--- src/rtl/seven_seg_readback.sv ---
// seven_seg_readback: glitch-filtered two-digit 7-seg decoder with valid/ready output and countdown step check.
// Optional feature macro: SEG_BLANK_ACCEPT_EN (blank tens digit decodes as 0).
`default_nettype none

module seven_seg_readback #(
  parameter int STABLE_CYCLES = 4,
  parameter int VAL_W         = 7
) (
  input  logic             clk,
  input  logic             rst,
  input  logic [6:0]       seg_left,
  input  logic [6:0]       seg_right,
  output logic             out_valid,
  input  logic             out_ready,
  output logic [VAL_W-1:0] out_value,
  output logic             out_step_ok,
  output logic             err_illegal,
  output logic             err_step,
  output logic             err_overrun,
  input  logic             err_clr
);

  localparam int CNT_W = (STABLE_CYCLES < 2) ? 1 : $clog2(STABLE_CYCLES + 1);
  localparam logic [CNT_W-1:0] CNT_MAX  = CNT_W'(STABLE_CYCLES);
  localparam logic [CNT_W-1:0] CNT_LAST = CNT_W'(STABLE_CYCLES - 1);

  typedef enum logic [0:0] {TRACK = 1'b0, SETTLED = 1'b1} state_t;

  state_t             state;
  logic [13:0]        samp;
  logic [13:0]        samp_prev;
  logic [CNT_W-1:0]   cnt;
  logic [13:0]        last_pat;
  logic [VAL_W-1:0]   last_val;
  logic               has_last;

  // Returns {legal, digit}; bits are g,f,e,d,c,b,a, active-low.
  function automatic logic [4:0] decode(input logic [6:0] p);
    case (p)
      7'b1000000: return {1'b1, 4'd0};
      7'b1111001: return {1'b1, 4'd1};
      7'b0100100: return {1'b1, 4'd2};
      7'b0110000: return {1'b1, 4'd3};
      7'b0011001: return {1'b1, 4'd4};
      7'b0010010: return {1'b1, 4'd5};
      7'b0000010: return {1'b1, 4'd6};
      7'b1111000: return {1'b1, 4'd7};
      7'b0000000: return {1'b1, 4'd8};
      7'b0010000: return {1'b1, 4'd9};
      default:    return 5'b0_0000;
    endcase
  endfunction

  logic [4:0]       dec_left;
  logic [4:0]       dec_right;
  logic [VAL_W-1:0] value;
  logic             changed;
  logic             evaluate;
  logic             new_pat;
  logic             legal;
  logic             load;
  logic             illegal_ev;
  logic             is_step;

`ifdef SEG_BLANK_ACCEPT_EN
  assign dec_left = (samp[13:7] == 7'h7F) ? {1'b1, 4'd0} : decode(samp[13:7]);
`else
  assign dec_left = decode(samp[13:7]);
`endif
  assign dec_right = decode(samp[6:0]);

  assign value      = VAL_W'(dec_left[3:0]) * VAL_W'(10) + VAL_W'(dec_right[3:0]);
  assign changed    = (samp != samp_prev);
  assign evaluate   = (state == TRACK) && !changed && (cnt == CNT_LAST);
  assign new_pat    = !has_last || (samp != last_pat);
  assign legal      = dec_left[4] && dec_right[4];
  assign load       = evaluate && new_pat && legal;
  assign illegal_ev = evaluate && new_pat && !legal;
  assign is_step    = has_last && (value == last_val - VAL_W'(1));

  always_ff @(posedge clk) begin
    if (rst) begin
      state       <= TRACK;
      samp        <= 14'h3FFF;
      samp_prev   <= 14'h3FFF;
      cnt         <= '0;
      last_pat    <= '0;
      last_val    <= '0;
      has_last    <= 1'b0;
      out_valid   <= 1'b0;
      out_value   <= '0;
      out_step_ok <= 1'b0;
      err_illegal <= 1'b0;
      err_step    <= 1'b0;
      err_overrun <= 1'b0;
    end else begin
      samp      <= {seg_left, seg_right};
      samp_prev <= samp;

      if (changed)
        cnt <= '0;
      else if (cnt != CNT_MAX)
        cnt <= cnt + CNT_W'(1);

      case (state)
        TRACK:   if (evaluate) state <= SETTLED;
        SETTLED: if (changed)  state <= TRACK;
        default: state <= TRACK;
      endcase

      out_valid <= load | (out_valid & ~out_ready);
      if (load) begin
        out_value   <= value;
        out_step_ok <= is_step;
        last_pat    <= samp;
        last_val    <= value;
        has_last    <= 1'b1;
      end

      // A new event outranks a simultaneous clear.
      err_illegal <= illegal_ev | (err_illegal & ~err_clr);
      err_step    <= (load && has_last && !is_step && (value != last_val))
                     | (err_step & ~err_clr);
      err_overrun <= (load && out_valid && !out_ready) | (err_overrun & ~err_clr);
    end
  end

endmodule

`default_nettype wire

--- config.mk ---
export PLATFORM = sky130hd
export DESIGN_NAME = seven_seg_readback
export DESIGN_NICKNAME = d
export VERILOG_FILES = /design/src/rtl/seven_seg_readback.sv
export SDC_FILE = /design/constraint.sdc
export NUM_CORES = 1
export LEC_CHECK = 0
export CELL_PAD_IN_SITES_DETAIL_PLACEMENT = 0
export CELL_PAD_IN_SITES_GLOBAL_PLACEMENT = 1
export CORE_ASPECT_RATIO = 1.2
export CORE_MARGIN = 2
export CORE_UTILIZATION = 40
export DETAILED_ROUTE_END_ITERATION = 12
export GPL_ROUTABILITY_DRIVEN = 0
export HOLD_SLACK_MARGIN = 0.05
export PLACE_DENSITY_LB_ADDON = 0.1
export SYNTH_ARGS = -nofsm -noshare
export SYNTH_HDL_FRONTEND = slang
export SYNTH_SLANG_ARGS = --single-unit
--- constraint.sdc ---
create_clock -name clk -period 3.2 [get_ports clk]
set_input_delay 0.64 -clock clk [delete_from_list [all_inputs] [get_ports clk]]
set_output_delay 0.64 -clock clk [all_outputs]
set_load 0.02 [all_outputs]
==> results.md <==
- The number of enable-type register cells in the synthesized netlist is 0.
- The cell class contributing the biggest share of worst-path delay is simple AND/OR/NAND/NOR gates.
- The width of the die is 87.0 um.
- The hold violation total from the final report is 0.
- The first global-routing pass estimated 13.1 mm of wire.
- The cell count of the worst hold path is 2.
- The count of max-cap constraint violations is 0.
- The initial antenna violation count is 0.
- In the final routed layout, each cell accounts on average for 15.5 um.
- The most used flip-flop cell after synthesis is sky130_fd_sc_hd__dfxtp_1.
- The startpoint identified for the worst register-to-register timing path is samp[7].
- The min-delay analysis places its worst path in the category reg2reg.
- The TritonCTS buffer count is 9.
- The remaining max-slew budget at the tightest pin is 0.492.
- The path with the worst hold slack has its endpoint at state.
- The library cell contributing the largest single delay on the critical path is sky130_fd_sc_hd__fa_2.
- The number of library cell types mapped by synthesis is 59.
- The net count of the finished layout is 458.
- Clock latency on the worst-skew pair, taken at its later pin, is 0.35 ns.
- The run finished with clean final reports.
- The deepest level of the CTS H-tree is 3.
- Based on the critical path, the design can be clocked at up to 314 MHz.
- The post-synth design cell area is 3310 um2.
- The number of setup violations in the final report is 0.
- In this run the vertical extent of the chip is 104 um.
- 30 I/O pins were placed.
- In the final layout, the multi-input gates occupy 2040 um2.
- The number of nets with antenna violations after detailed routing is 0.
- The capturing element type of the critical path is a register.
- The number of cells on the worst reg-to-reg path is 13.
- The via-per-instance ratio is 5.35.
- The initial utilization of the core area, before any placement, comes to 0.410.
- The total vias in the final route is 2827.
- Counting both buffers and inverters, the worst setup path holds a total of 1.
- The actual transition at the worst max-transition pin is 0.755 ns.
- The number of core rows is 36.
- In the post-route analysis, the smallest setup slack over all paths is 0.0122 ns.
- The post-route cell area is 4230 um2.
- The sequential cell area fraction in the yosys report is 0.357.
- Of the post-synthesis cell area, the dominant cell type holds 0.357.
- Measured on the finished design, the core utilization comes to 0.524.
- Input and output buffers added on the ports amount to 29.
- Walking the worst path, the cells encountered are or3_4, a21oi_2, nor2_1, nor3b_2, ha_1, ha_1, inv_1, fa_2, xnor2_1, xnor2_1, nor4_2, a2111oi_4, a21o_1.
- The element type at the critical path start is a register.
- Timing analysis after detailed placement gives a worst setup slack of -0.0395 ns.
- At the worst endpoint, the required time is 3.45 ns.
- The clock tree from TritonCTS is yes.
- The clock passes through at most 2 buffers.
- In this run the critical register-to-register path is captured at err_step.
- After synthesis, the cell types taking the most area are sky130_fd_sc_hd__dfxtp_1, sky130_fd_sc_hd__xnor2_1, sky130_fd_sc_hd__or2_2.
- The top cell type by total area after synthesis is sky130_fd_sc_hd__dfxtp_1.
- After detailed routing, the total wire length is 8.20 mm.
- The half-perimeter wire length after placement is 5.96 mm.
- The register area is 1190 um2.
- The overall power is 1.64 mW.
- The clock-pin slew of the registers on the worst-case setup and hold paths is 0.08 ns.
- The standard cell area after detailed placement is 3920 um2.
- After detailed routing, the number of remaining DRC violations is 0.
- The setup path with the least slack is of type reg2reg.
- The pre-antenna-repair detailed-routing pass consisted of 4 iterations.
- The origin of the worst min-delay path is state.
- Summed over all cells, the static leakage comes to 1.55 nW.
- The number of sinks on the clock net is 59.
- Setup slack on the worst reg-to-reg path comes out at 0.01 ns.
- The repair_antennas step left the layout with diodes totalling 0.
- The clock tree skew after final layout is 0.00521 ns.
- For the finished layout, the period the worst path requires is 3.19 ns.
- The data arrival time at the worst-slack endpoint is 3.44 ns.
- In this run the power density over the cells is 387 nW/um2.
- The path length in cells of the critical path is 13.
- The share of cells above drive strength 1 is 0.273.
- The die covers 9020 um2.
- The via count of the first global-routing pass is 2637.
- The share of the clock period used by the worst path after layout is 0.996.
- The total area inside the core boundary comes to 8060 um2.
- The CTS root buffer is sky130_fd_sc_hd__clkbuf_8.
- The maximum number of pins on one net before global-route repair is 36.
- The share of flip-flops with an asynchronous set or reset after synthesis is 0.
- The tightest hold path in the finished design has a slack of 0.461 ns.
- The first routing iteration left 132 violations.
- The total track usage is 0.187.
- The library cell with the highest instance count after synthesis is sky130_fd_sc_hd__dfxtp_1.
- Setup repair after global routing could not meet its margin everywhere.
- The final-report max-slew violation count came to 0.
- In this design, the stage delay of the slowest critical-path cell is 0.59 ns.
- The total overflow left after global routing is 0.
- The peak supply drop is 0.261 mV.
- In this run, synthesis produced a sequential element count of 59.
- The number of synthesis warnings is 0.
- A synthesized cell averages 8.89 um2.
- Along the worst path, the maximum fanout reaches 4.
- The layout overhead on the synthesized area is 27.8%.
- Ranked by instance count, the synthesized netlist is headed by sky130_fd_sc_hd__dfxtp_1, sky130_fd_sc_hd__or2_2, sky130_fd_sc_hd__a21oi_1.
- In the synthesized netlist, the number of instances is 372.
- When the netlist entered floorplanning its net count stood at 402.
- The number of fill cells is 776.
cells in the final DEF (no fill, tap or decap), types with 18 or more instances in the layout:
master and instances:
sky130_fd_sc_hd__a21oi_1 26, sky130_fd_sc_hd__buf_4 43, sky130_fd_sc_hd__clkdlybuf4s50_1 29, sky130_fd_sc_hd__dfxtp_1 55, sky130_fd_sc_hd__nand3_1 23, sky130_fd_sc_hd__nor2_1 18, sky130_fd_sc_hd__o21ai_0 21, sky130_fd_sc_hd__or2_2 28
sky130_fd_sc_hd__xnor2_1 24, sky130_fd_sc_hd__xor2_1 19
state kept, by name, summed over array words and instances (netlist names):
name,flops
out_valid,1
out_step_ok,1
err_overrun,1
cnt,3
last_pat,14
state,1
samp_prev,14
last_val,7
samp,14
err_step,1
has_last,1
err_illegal,1
cell families (layout without fill, tap and decap cells):
group                      Yosys count  after routing  share of synthesized area
AOI/OAI and AO/OA                   76             76                      0.147
xor gates and xnor gates            48             48                      0.143
adders and majority gates           12             12                     0.0499
buffers and inverters               41            102                     0.0579
DFF                                 59             59                      0.357
and+or+nand+nor                    136            136                      0.246
cell type report:
cell class,instances,share of cell area
clock buffer,9,0.0293
clock inverter,7,0.0192
inverter,13,0.0115
multi-input combinational,272,0.484
sequential,59,0.281
tap,95,0.0281
timing repair buffer,73,0.148
how the worst max path moves through the flow:
stage / start / endpoint
6_report: samp[7] / err_step
5_1_grt: samp[10] / err_step
4_1_cts: samp[7] / err_step
3_5_place_dp: samp[10] / err_step
3_3_place_gp: samp[10] / err_step
2_1_floorplan: samp[7] / err_step
worst register-to-register path, cell delays in order (launching register included):
cell and delay [ns]:
sky130_fd_sc_hd__dfxtp_2 0.33, sky130_fd_sc_hd__or3_4 0.41, sky130_fd_sc_hd__a21oi_2 0.11, sky130_fd_sc_hd__nor2_1 0.06, sky130_fd_sc_hd__nor3b_2 0.21, sky130_fd_sc_hd__ha_1 0.17, sky130_fd_sc_hd__ha_1 0.14, sky130_fd_sc_hd__inv_1 0.05
sky130_fd_sc_hd__fa_2 0.59, sky130_fd_sc_hd__xnor2_1 0.16, sky130_fd_sc_hd__xnor2_1 0.16, sky130_fd_sc_hd__nor4_2 0.41, sky130_fd_sc_hd__a2111oi_4 0.12, sky130_fd_sc_hd__a21o_1 0.19
metrics by stage:
stage,instances,setup TNS (ns)
after global routing,528,-0.304
after CTS,527,0
final,528,0
after global placement,511,0
after floorplan,372,-0.0487
after detailed placement,511,-0.0538
report_power, final:
group | leakage [nW] | internal, mW | switching [mW]
Clock | 0.101 | 0.371 | 0.343
Combinational | 0.964 | 0.0808 | 0.0737
Sequential | 0.481 | 0.751 | 0.0169
Total | 1.55 | 1.20 | 0.433
timing repair:
action,4_1_cts,5_1_grt
endpoints found under the setup margin,2,2
setup buffers,0,1
hold buffers,0,0
gates resized for setup,6,17
gates cloned,0,0
pin swaps,0,2
metal layers:
layer  share of wire  up-vias  track usage
met2            0.48       76        0.290
li1                -     1418            -
met4           0.022        0       0.0737
met1            0.45     1321        0.250
met3           0.050       12       0.0390
met5               0        -            0
Power figures use the tool's default switching activity.
